`src/rtl/rr_mux4x1.sv`:
```
// rr_mux4x1: round-robin reader that drains four first-word-fall-through FIFOs into one downstream FIFO.
// Define RR_BURST_EN to let a grant holder take up to BURST_LEN consecutive pops before yielding.
module rr_mux4x1 #(
   parameter int DATA_W    = 10,
   parameter int BURST_LEN = 4
) (
   input  logic              clk,
   input  logic              reset,
   input  logic [DATA_W-1:0] fifo_data_0,
   input  logic [DATA_W-1:0] fifo_data_1,
   input  logic [DATA_W-1:0] fifo_data_2,
   input  logic [DATA_W-1:0] fifo_data_3,
   input  logic              fifo_empty_0,
   input  logic              fifo_empty_1,
   input  logic              fifo_empty_2,
   input  logic              fifo_empty_3,
   input  logic              out_almost_full,
   output logic              fifo_pop_0,
   output logic              fifo_pop_1,
   output logic              fifo_pop_2,
   output logic              fifo_pop_3,
   output logic [DATA_W-1:0] data_out,
   output logic              push_out,
   output logic [1:0]        sel_out
);

   // state    | meaning
   // ST_IDLE  | no pop was issued in the previous cycle
   // ST_SERVE | a pop was issued in the previous cycle; its word is on data_out now
   typedef enum logic {
      ST_IDLE  = 1'b0,
      ST_SERVE = 1'b1
   } state_t;

   state_t            r_state;
   state_t            w_state_nxt;
   logic [1:0]        r_ptr;
   logic [1:0]        r_sel;
   logic [DATA_W-1:0] r_data;

   logic [3:0]        w_req;
   logic              w_pop_ok;
   logic [1:0]        w_rr_grant;
   logic [1:0]        w_grant;
   logic [1:0]        w_idx;
   logic [3:0]        w_pop;
   logic [DATA_W-1:0] w_data;

   assign w_req    = ~{fifo_empty_3, fifo_empty_2, fifo_empty_1, fifo_empty_0};
   assign w_pop_ok = reset & ~out_almost_full & (|w_req);

   // Walk from the farthest offset back to ptr so the nearest requester wins.
   always_comb begin
      w_rr_grant = r_ptr;
      w_idx      = r_ptr;
      for (int i = 3; i >= 0; i--) begin
         w_idx = r_ptr + 2'(i);
         if (w_req[w_idx]) begin
            w_rr_grant = w_idx;
         end
      end
   end

`ifdef RR_BURST_EN
   localparam int CNT_W = $clog2(BURST_LEN + 1);

   logic [CNT_W-1:0] r_burst_cnt;
   logic             w_hold;

   // A nonzero count means the previous cycle popped r_sel as part of an unfinished burst.
   assign w_hold  = (r_burst_cnt != '0) && w_req[r_sel];
   assign w_grant = w_hold ? r_sel : w_rr_grant;

   always_ff @(posedge clk) begin
      if (!reset) begin
         r_burst_cnt <= '0;
      end else if (!w_pop_ok) begin
         r_burst_cnt <= '0;
      end else if (w_hold) begin
         if (r_burst_cnt == CNT_W'(BURST_LEN - 1)) begin
            r_burst_cnt <= '0;
         end else begin
            r_burst_cnt <= r_burst_cnt + 1'b1;
         end
      end else begin
         r_burst_cnt <= (BURST_LEN == 1) ? '0 : CNT_W'(1);
      end
   end
`else
   assign w_grant = w_rr_grant;
`endif

   assign w_pop      = w_pop_ok ? (4'b0001 << w_grant) : 4'b0000;
   assign fifo_pop_0 = w_pop[0];
   assign fifo_pop_1 = w_pop[1];
   assign fifo_pop_2 = w_pop[2];
   assign fifo_pop_3 = w_pop[3];

   always_comb begin
      w_data = fifo_data_0;
      case (w_grant)
         2'd0:    w_data = fifo_data_0;
         2'd1:    w_data = fifo_data_1;
         2'd2:    w_data = fifo_data_2;
         default: w_data = fifo_data_3;
      endcase
   end

   always_ff @(posedge clk) begin
      if (!reset) begin
         r_state <= ST_IDLE;
      end else begin
         r_state <= w_state_nxt;
      end
   end

   always_comb begin
      w_state_nxt = ST_IDLE;
      case (r_state)
         ST_IDLE:  w_state_nxt = w_pop_ok ? ST_SERVE : ST_IDLE;
         ST_SERVE: w_state_nxt = w_pop_ok ? ST_SERVE : ST_IDLE;
         default:  w_state_nxt = ST_IDLE;
      endcase
   end

   always_ff @(posedge clk) begin
      if (!reset) begin
         r_ptr  <= 2'd0;
         r_sel  <= 2'd0;
         r_data <= '0;
      end else if (w_pop_ok) begin
         r_ptr  <= w_grant + 2'd1;
         r_sel  <= w_grant;
         r_data <= w_data;
      end
   end

   // SERVE is entered exactly on the edge that captures a popped word.
   assign push_out = (r_state == ST_SERVE);
   assign data_out = r_data;
   assign sel_out  = r_sel;

endmodule
```
`config.mk`:
```
export PLATFORM = sky130hd
export DESIGN_NAME = rr_mux4x1
export DESIGN_NICKNAME = d
export VERILOG_FILES = /design/src/rtl/rr_mux4x1.sv
export SDC_FILE = /design/constraint.sdc
export NUM_CORES = 1
export LEC_CHECK = 0
export ABC_AREA = 1
export CELL_PAD_IN_SITES_DETAIL_PLACEMENT = 0
export CELL_PAD_IN_SITES_GLOBAL_PLACEMENT = 2
export CORE_ASPECT_RATIO = 0.6
export CORE_MARGIN = 1
export CORE_UTILIZATION = 19
export CTS_CLUSTER_SIZE = 24
export DETAILED_ROUTE_END_ITERATION = 6
export HOLD_SLACK_MARGIN = 0.02
export PLACE_DENSITY_LB_ADDON = 0.1
export SETUP_SLACK_MARGIN = 0.3
export SLEW_MARGIN = 20
export SYNTH_ARGS = -nofsm -noshare
export SYNTH_HDL_FRONTEND = slang
export SYNTH_SLANG_ARGS = --single-unit
export TNS_END_PERCENT = 20
```
`constraint.sdc`:
```
create_clock -name clk -period 4.7 [get_ports clk]
set_clock_uncertainty 0.1 [all_clocks]
set_input_delay 0.47 -clock clk [delete_from_list [all_inputs] [get_ports clk]]
set_output_delay 0.47 -clock clk [all_outputs]
set_load 0.05 [all_outputs]
```
Yosys cells after proc, flatten, opt, wreduce, memory -nomap -nowiden:

Cells that the tools add are included.

* register bits after elaboration: 15
* input bits: 47

* bitwise operators: 4
* reduce and logical (&&, ||, !) cells: 2
* $lt $le $gt $ge: 4
* $add $sub $neg: 4
* shifts and indexed selects: 1
* equality and inequality tests: 2
* mux-type cells: 15

Operators with widths (number)
* one-hot mux 10 bit (3 select lines): 1
* < comparator 2 x 3 -> 1 bit, second input constant: 4
* binary-select mux 1 bit (select 2 bit): 4
* two-way mux 2 bit: 4
* two-way mux 1 bit: 5
* adder 2 x 1 -> 2 bit, second input constant: 2
* adder 2 bit, second input constant: 2
* two-way mux 4 bit: 1
* NOT 4 bit: 1
* OR reduction 4 bit: 1
* << shifter 1 x 2 -> 4 bit, first input constant: 1
* bitwise AND 1 bit: 2
* == test 2 x 1 -> 1 bit, second input constant: 1
* == test 2 bit, second input constant: 1
* zero test 2 bit: 1
* NOT 1 bit: 1

Longest topological paths before layout:

Gate-level depths: netlist of the first run.

* depth after elaboration: 9
* mapped depth: 18
* mapped depth without buffers: 16

Least setup slack after synthesis of the first run:

OpenSTA, ideal clock, no wires.

* path type: input to output
* start: input fifo_empty_2
* end: output fifo_pop_2
* arrival: 2.268 ns
* setup slack: 1.862 ns
* stages on the path: 13
* path through: inv_1 -> nand2_1 -> nand2_1 -> nand2_1 -> nand2_1 -> nor2_1 -> o211ai_1 -> nand2_1 -> inv_1 -> ha_1 -> clkbuf_1 -> inv_1 -> nor2_1

* word-level cells in the longest chain between the ends: 9
* elaborated cells on any way between the ends: 17

Ends and longest elaborated chain
* start: declaration: line 15 `input logic fifo_empty_2,`
* NOT 4 bit (*): line 49 `assign w_req = ~{fifo_empty_3, fifo_empty_2, fifo_empty_1, fifo_empty_0};`
* binary-select mux 1 bit (select 2 bit): line 58 `if (w_req[w_idx]) begin`
* two-way mux 1 bit (implied by the code): line 58
* two-way mux 2 bit (3 in series): line 58
* two-way mux 2 bit (*): line 58
* net w_grant[1]: line 44 `logic [1:0] w_grant;`
* << shifter 1 x 2 -> 4 bit (*): line 93 `assign w_pop = w_pop_ok ? (4'b0001 << w_grant) : 4'b0000;`
* two-way mux 4 bit (*): line 93
* end: declaration: line 20 `output logic fifo_pop_2,`

Mark *: on every way through the listed nets, which the timed path passes. The rest lies on a longest branch. The select of a mux whose other input is x is not followed.

Worst setup path after layout of the first run:

Same ends and word-level chain as after synthesis.

==> impl_metrics.py, run 1 <==
metrics = {
    "layout": {
        "num-fill-cells": 540,
        "fin_nets": 285,
        "final_area_um2": 1785,
        "area_growth_pct": 67.29,
        "drive_gt1_share_pct": 6.466,
        "diodes": 0,
        "regArea_um2": 300.3,
        "layout.cells.non_filler": 298,
        "multi_input_area_um2": 651.9,
    },
    "yosys": {
        "synthMuxAreaShare_pct": 0,
        "synth-compound-area-share_pct": 18.41,
        "netlist_area_um2": 1067,
        "synth_xor_area_share_pct": 0,
        "ys_types": 20,
        "synth.avg_cell_area_um2": 6.169,
        "synth_top_family_by_area": "simple AND/OR/NAND/NOR gates",
        "yosysWarnings": 0,
        "syn-num-nets": 225,
        "seq_area_frac_synth_pct": 28.14,
        "synth_top_cell_by_area": "dfxtp_1",
        "synth_cells": 173,
        "synth_area_leaders": "dfxtp_1 28%, nand2_1 18%, nand3_1 12%",
        "synth-simple-area-share_pct": 36.81,
        "synth-adder-area-share_pct": 5.862,
        "yosys_register_bits": 15,
        "yosysTopAreaCellShare_pct": 28.14,
    },
    "global_route": {
        "antenna_found_initial": 0,
        "grt_util_all_layers_pct": 12.72,
        "overflow": 0,
        "grt_max_degree": 28,
        "use_met3_pct": 4.444,
        "top_usage_layer": "met2",
        "grt_pass1_wl_um": 5837,
        "grt.met1_usage_pct": 18.57,
        "grt_pass1_vias": 1209,
        "use_met2_pct": 18.88,
    },
    "setup_path": {
        "r2r_end": "data_out[4]$_SDFFE_PN0P_",
        "cp_common_cell": "nand2_1",
        "start_kind": "primary input",
        "worstSetupEndpointType": "primary output",
        "path_buf_inv": 5,
        "crit_required_ns": 4.13,
        "cp_max_fo": 11,
        "path_depth": 14,
        "reg2reg_depth": 12,
        "path_delay_family": "buffers and inverters",
        "startpoint": "fifo_empty_2",
        "crit_chain": "clkdlybuf4s50_1 -> inv_1 -> nand2_1 -> nand2_1 -> nand2_1 -> nand2_1 -> nor2_1 -> o211ai_1 -> nand2_1 -> inv_1 -> ha_1 -> inv_1 -> nor2_1 -> clkdlybuf4s50_1",
        "slowest_stage": "clkdlybuf4s50_1",
        "r2r_setup_slack_ns": 1.92,
        "cp.arrival_ns": 3.25,
        "worstReg2RegStart": "r_ptr[0]$_SDFFE_PN0P_",
        "crit_type": "primary input to primary output",
        "max_stage_delay_ns": 0.82,
    },
    "sta": {
        "max-slew-margin-rel_pct": 60.32,
        "fin_crit_sh_pct": 81.30,
        "setup_viol": 0,
        "tightest_slew_ns": 0.5933,
        "rsz0062_at_grt": "false",
        "tns_ns": 0,
        "max_freq_ghz": 0.2617,
        "setup_ws_ns": 0.8787,
        "drv_slew": 0,
        "period_minus_slack_ns": 3.821,
        "finalHoldViolCount": 0,
    },
    "clock_tree": {
        "cts_resized": 0,
        "htree_levels": 1,
        "hold_buffers": 0,
        "clock_sinks": 15,
        "path_clk_slew_ns": 0.06,
        "clk_latency_ns": 0.24,
        "cts.path.max_buffers": 2,
        "cts_setup_buffers": 0,
        "root_buffer": "clkbuf_8",
        "cts_tree": "built",
        "cts_buffers": 3,
    },
    "placed_design": {
        "gp_congestion": 0.7611,
        "pre_cts_ws_ns": 0.9024,
        "io_buffers": 63,
        "dpl.hpwl_um": 2995,
        "place_area_um2": 1740,
        "dpl.cell_count": 294,
    },
    "route": {
        "drtIter0Drc": 51,
        "drc_errors": 0,
        "wl_per_cell_um": 12.37,
        "ant_nets": 0,
        "via_per_inst": 4.252,
        "drtPass1Iterations": 4,
        "via_count": 1267,
        "wl_um": 3687,
    },
    "power_and_ir_drop": {
        "ir_drop_v": 0.0001322,
        "leakage_nw": 0.7529,
        "power_mw": 0.6336,
        "power_density_nw_per_um2": 354.9,
    },
    "floorplanning": {
        "core_um2": 5230,
        "initial_utilization_pct": 20.41,
        "placementRows": 20,
        "boundaryPins": 64,
        "die_area_um2": 5931,
        "die_width_um": 98.76,
        "fp.dieH_um": 60.06,
    },
    "run": {
        "cap_violations": 0,
    },
    "run_status": {
        "status": "finished, final reports clean",
    },
    "hold_path": {
        "whs_path_depth": 2,
        "holdCritPathClass": "flip-flop to flip-flop",
        "holdPathEnd": "data_out[9]$_SDFFE_PN0P_",
        "worstHoldStart": "data_out[9]$_SDFFE_PN0P_",
    },
}
-- cells by family (layout without fill, tap and decap cells) --
| logic type | Yosys count | in the layout |
|---|---|---|
| adders and majority gates | 5 | 5 |
| and+or+nand+nor | 89 | 89 |
| DFF | 15 | 15 |
| AOI/OAI and AO/OA | 38 | 38 |
| buffers and inverters | 26 | 85 |
-- layer usage --
layer / share of wire [%] / vias to the layer above / wire length (um)
met3: 6.1 / 0 / 224
li1: - / 678 / -
met1: 51 / 552 / 1867
met5: 0 / - / 0
met4: 0 / 0 / 0
met2: 43 / 37 / 1595
-- worst register-to-register path, cell delays in order, from the launching register on --
cell	delay (ns)
dfxtp_1	0.62
nand2_1	0.11
nand2_1	0.12
nand2_1	0.09
nand2_1	0.06
nor2_1	0.04
o211ai_1	0.15
nand2_1	0.17
inv_1	0.15
ha_1	0.42
inv_1	0.27
o21ai_0	0.26
o21ai_0	0.10
-- synth_stat cells, drive strengths merged --
cell type	number
nand2	56
nand3	25
o21ai	22
inv	18
a21oi	15
dfxtp	15
nor2	6
clkbuf	5
ha	5
buf	3
and2	1
nand4	1
o211ai	1
-- state kept, by name, summed over array words and instances (netlist names) --
register	flops
data_out	10
push_out	1
r_ptr	2
sel_out	2
-- stage by stage --
step / utilization (%) / hold WS (ns)
after global placement: 33.28 / 0.3642
after detailed placement: 33.28 / 0.3713
after floorplan: - / 0.4600
after global routing: 34.14 / 0.3942
after CTS: 34.14 / 0.3816
final: 34.14 / 0.3770
-- power breakdown --
part,internal [mW],switching [mW]
clock,0.0599,0.0439
sequential,0.150,0.0171
combinational,0.138,0.224
total,0.348,0.285
-- cell type report --
| cell class | instances | share of cell area [%] |
|---|---|---|
| well taps | 66 | 4.625 |
| inverters | 18 | 4.205 |
| clock buffers | 4 | 2.523 |
| repair buffers | 63 | 35.32 |
| flip-flops and latches | 15 | 16.82 |
| multi-input cells | 132 | 36.51 |
-- placed cells by master (no fill, tap or decap), types with 3 or more instances in the layout --
| master | count |
|---|---|
| nand3_1 | 25 |
| clkdlybuf4s50_1 | 63 |
| o21ai_0 | 17 |
| dfxtp_1 | 15 |
| nor2_1 | 5 |
| a21oi_1 | 14 |
| nand2_2 | 6 |
| o21ai_1 | 5 |
| inv_2 | 3 |
| nand2_1 | 50 |
| inv_1 | 14 |
| clkbuf_8 | 3 |
| ha_1 | 5 |
-- worst max path at each step --
stage                 endpoint  slack, ns
finish              fifo_pop_2       0.88
CTS                 fifo_pop_2       0.89
global placement    fifo_pop_2       0.84
detailed placement  fifo_pop_2       0.90
global route        fifo_pop_1       0.66
floorplan           fifo_pop_2       1.86
(Power assumes the default switching activity.)
==> run 2: changes to the inputs <==
Settings changed: CORE_UTILIZATION 19 to 16.
Clock period 4.7 ns to 3.1 ns, I/O delays scaled along.
==> impl_metrics.py, run 2 (synthesis results as in run 1) <==
metrics = {
    "clock_tree": {
        "clock_sinks": 15,
        "hold_buffers": 0,
        "clk_latency_ns": 0.25,
        "cts_buffers": 3,
        "root_buffer": "clkbuf_8",
        "path_clk_slew_ns": 0.06,
        "cts_tree": "built",
        "htree_levels": 1,
        "cts.path.max_buffers": 2,
    },
    "route": {
        "via_per_inst": 3.988,
        "drtPass1Iterations": 4,
        "drtIter0Drc": 54,
        "wl_um": 3947,
        "ant_nets": 0,
        "via_count": 1276,
        "drc_errors": 0,
        "wl_per_cell_um": 12.33,
    },
    "run_status": {
        "status": "finished, final reports clean",
    },
    "setup_path": {
        "cp_common_cell": "nand2_1",
        "crit_chain": "clkdlybuf4s50_1 -> inv_1 -> nand2_1 -> nand2_1 -> nand2_1 -> nand2_1 -> o211ai_1 -> nand2_1 -> inv_1 -> ha_1 -> inv_1 -> nor2_1 -> buf_12",
        "path_buf_inv": 5,
        "slowest_stage": "clkdlybuf4s50_1",
        "worstSetupEndpointType": "primary output",
        "cp_max_fo": 4,
        "r2r_setup_slack_ns": 0.71,
        "start_kind": "primary input",
        "cp.arrival_ns": 2.24,
        "crit_type": "primary input to primary output",
        "crit_required_ns": 2.69,
        "max_stage_delay_ns": 0.50,
        "path_delay_family": "buffers and inverters",
    },
    "sta": {
        "fin_crit_sh_pct": 85.39,
        "drv_slew": 0,
        "rsz0062_at_grt": "true",
        "setup_viol": 0,
        "tns_ns": 0,
        "tightest_slew_ns": 0.5161,
        "max-slew-margin-rel_pct": 65.48,
        "hold_ws_ns": 0.3766,
        "max_freq_ghz": 0.3778,
        "finalHoldViolCount": 0,
        "period_minus_slack_ns": 2.647,
    },
    "global_route": {
        "grt_util_all_layers_pct": 11.56,
        "grt_pass1_vias": 1163,
        "grt_pass1_wl_um": 5975,
        "antenna_found_initial": 0,
        "grt_max_degree": 28,
        "overflow": 0,
    },
    "layout": {
        "mostFrequentLayoutCell": "clkdlybuf4s50_1",
        "area_growth_pct": 76.67,
        "most-common-layout-cells": "59 x clkdlybuf4s50_1, 50 x nand2_1, 25 x nand3_1",
        "fin_util_pct": 30.04,
        "fin_nets": 289,
        "largest_reg_flops": 10,
        "drive_gt1_share_pct": 11.02,
        "final_area_um2": 1886,
        "diodes": 0,
    },
    "placed_design": {
        "place_area_um2": 1833,
        "io_buffers": 63,
        "dpl.hpwl_um": 3227,
        "gp_congestion": 0.7171,
    },
    "floorplanning": {
        "die_width_um": 107.4,
        "boundaryPins": 64,
        "initial_utilization_pct": 17.01,
        "core_um2": 6276,
        "fp.dieH_um": 65.27,
        "placementRows": 22,
        "die_area_um2": 7012,
    },
    "power_and_ir_drop": {
        "ir_drop_v": 0.0002072,
        "leakage_nw": 0.7893,
        "power_density_nw_per_um2": 532.7,
        "power_mw": 1.005,
    },
    "hold_path": {
        "holdCritPathClass": "flip-flop to flip-flop",
    },
    "run": {
        "cap_violations": 0,
    },
}
-- run 2: tightest hold or removal path, cell delays in order, from the launching register on --
cell     delay (ns)
dfxtp_1        0.31
nand3_1        0.07
o21ai_1        0.05
-- run 2: timing repair --
action / CTS / global route
buffers inserted: 0 / 0
setup endpoints to repair: 0 / 14
resized for setup: 0 / 2
-- run 2: metal layers --
layer / GRT usage (%) / vias to the layer above / routed length [um]
li1: - / 689 / -
met3: 3.373 / 2 / 211
met5: 0 / - / 0
met2: 14.92 / 32 / 1542
met1: 18.19 / 553 / 2180
met4: 2.055 / 0 / 13
-- run 2: layout make-up --
cell class,count,area (um2)
inverters,18,75.07
repair buffers,67,700.7
multi-input cells,132,654.4
clock buffers,3,41.29
clock inverters,1,7.507
flip-flops and latches,15,301.5
fillers,681,4390
well taps,84,105.1
-- run 2: path summary, 6_finish.rpt --
check,start,end,depth (start not counted)
max reg2reg,r_ptr[0]$_SDFFE_PN0P_,data_out[5]$_SDFFE_PN0P_,12
min reg2reg,sel_out[1]$_SDFFE_PN0P_,sel_out[1]$_SDFFE_PN0P_,2
max,fifo_empty_1,fifo_pop_2,13
min,sel_out[1]$_SDFFE_PN0P_,sel_out[1]$_SDFFE_PN0P_,2
-- run 2: power breakdown --
group          switching [mW]  internal, mW
combinational           0.352         0.231
clock                  0.0782        0.0905
sequential             0.0258         0.228
-- run 2: metrics by stage --
stage	worst slack, ns	std cells
after floorplan	0.4443	173
after global placement	0.1664	316
after detailed placement	0.1877	316
after CTS	0.3604	320
after global routing	0.2065	320
final	0.4529	320
==> run 3: changes to the inputs <==
Settings changed: CELL_PAD_IN_SITES_DETAIL_PLACEMENT 0 to unset, CELL_PAD_IN_SITES_GLOBAL_PLACEMENT 2 to unset, CORE_UTILIZATION 16 to 33, PLACE_DENSITY set to 0.75, PLACE_DENSITY_LB_ADDON 0.1 to unset, SLEW_MARGIN 20 to 25.
==> impl_metrics.py, run 3 (synthesis results as in run 1) <==
metrics = {
    "global_route": {
        "grt_pass1_wl_um": 5326,
        "grt_max_degree": 28,
        "overflow": 0,
        "grt_pass1_vias": 1092,
        "antenna_found_initial": 0,
        "grt_util_all_layers_pct": 21.38,
    },
    "clock_tree": {
        "clock_sinks": 15,
        "cts_tree": "built",
        "cts_buffers": 3,
        "hold_buffers": 0,
        "clk_latency_ns": 0.25,
        "path_clk_slew_ns": 0.07,
        "htree_levels": 1,
        "root_buffer": "clkbuf_8",
        "cts.path.max_buffers": 2,
    },
    "power_and_ir_drop": {
        "power_density_nw_per_um2": 545.8,
        "power_mw": 1.006,
        "ir_drop_v": 0.0002808,
        "leakage_nw": 0.7930,
    },
    "sta": {
        "tns_ns": 0,
        "setup_viol": 0,
        "drv_slew": 0,
        "fin_crit_sh_pct": 86.82,
        "rsz0062_at_grt": "true",
        "setup_ws_ns": 0.4086,
        "finalHoldViolCount": 0,
        "max_freq_ghz": 0.3715,
        "tightest_slew_ns": 0.5148,
        "period_minus_slack_ns": 2.691,
        "max-slew-margin-rel_pct": 65.58,
    },
    "layout": {
        "diodes": 0,
        "area_growth_pct": 72.68,
        "layout.cells.non_filler": 278,
        "drive_gt1_share_pct": 11.44,
        "final_area_um2": 1843,
        "most-common-layout-cells": "59 x clkdlybuf4s50_1, 50 x nand2_1, 25 x nand3_1",
        "largest_reg_flops": 10,
        "fin_nets": 289,
        "mostFrequentLayoutCell": "clkdlybuf4s50_1",
    },
    "setup_path": {
        "r2r_setup_slack_ns": 0.71,
        "crit_type": "primary input to primary output",
        "r2r_end": "data_out[3]$_SDFFE_PN0P_",
        "cp_max_fo": 9,
        "start_kind": "primary input",
        "worstReg2RegStart": "r_ptr[0]$_SDFFE_PN0P_",
        "worstSetupEndpointType": "primary output",
        "reg2reg_depth": 12,
        "cp.arrival_ns": 2.28,
        "crit_required_ns": 2.69,
    },
    "placed_design": {
        "dpl.cell_count": 274,
        "gp_congestion": 0.9050,
        "io_buffers": 63,
        "dpl.hpwl_um": 2797,
        "place_area_um2": 1780,
        "pre_cts_ws_ns": 0.2763,
    },
    "run_status": {
        "status": "finished, final reports clean",
    },
    "hold_path": {
        "holdCritPathClass": "flip-flop to flip-flop",
        "whs_path_depth": 2,
        "worstHoldStart": "sel_out[0]$_SDFFE_PN0P_",
        "holdPathEnd": "sel_out[0]$_SDFFE_PN0P_",
    },
    "run": {
        "cap_violations": 0,
    },
    "floorplanning": {
        "fp.dieH_um": 46.05,
        "boundaryPins": 64,
        "die_width_um": 75.42,
        "placementRows": 15,
        "initial_utilization_pct": 35.99,
        "die_area_um2": 3473,
        "core_um2": 2965,
    },
    "route": {
        "ant_nets": 0,
        "drtIter0Drc": 68,
        "wl_um": 3594,
        "via_per_inst": 4.727,
        "drc_errors": 0,
        "wl_per_cell_um": 12.93,
        "drtPass1Iterations": 4,
        "via_count": 1314,
    },
}
==> run 3: worst max-delay path: stages <==
cell and delay, ns:
clkdlybuf4s50_1 0.52, inv_1 0.07, nand2_1 0.06, nand2_1 0.06, nand2_1 0.09, nand2_1 0.06, o211ai_1 0.19, nand2_1 0.14
inv_1 0.17, ha_4 0.21, inv_1 0.05, nor2_1 0.18, buf_12 0.17
==> run 3: worst max-delay path by stage <==
stage	startpoint	to	slack, ns
3_5_place_dp	fifo_empty_1	data_out[3]$_SDFFE_PN0P_	0.28
4_1_cts	fifo_empty_1	fifo_pop_2	0.37
3_3_place_gp	fifo_empty_1	fifo_pop_2	0.37
5_1_grt	fifo_empty_1	fifo_pop_2	0.24
6_report	fifo_empty_1	fifo_pop_2	0.41
2_1_floorplan	r_ptr[0]$_SDFFE_PN0P_	fifo_pop_2	0.44
==> run 3: cell type report <==
| cell class | instances | area (um2) |
|---|---|---|
| Inverter | 18 | 75.07 |
| Fill cell | 282 | 1122 |
| Sequential cell | 15 | 301.5 |
| Multi-Input combinational cell | 132 | 666.9 |
| Clock inverter | 1 | 5.005 |
| Tap cell | 42 | 52.55 |
| Timing Repair Buffer | 67 | 700.7 |
| Clock buffer | 3 | 41.29 |
==> run 3: repair_timing <==
item                                    in CTS  in global routing
endpoints found under the setup margin       1                  5
setup buffers                                0                  0
resized for setup                            2                  2
==> run 3: power breakdown <==
part	internal (mW)	total [mW]	switching [mW]
clock	0.0891	0.163	0.0743
sequential	0.228	0.254	0.0258
combinational	0.236	0.589	0.353
total	0.553	1.01	0.453
==> run 3: per-layer routing <==
metal  routed length [um]  track usage (%)  up-vias
met2                 1421            31.25       47
met3                  281            5.689        2
met5                    0                0        -
met4                    8            2.222        0
li1                     -                -      693
met1                 1883            32.19      572
==> run 3: through the flow <==
step,utilization (%),hold WS (ns)
after floorplan,-,0.3000
after global placement,60.04,0.3658
after detailed placement,60.04,0.3702
after CTS,61.73,0.3827
after global routing,62.15,0.4062
final,62.15,0.3792
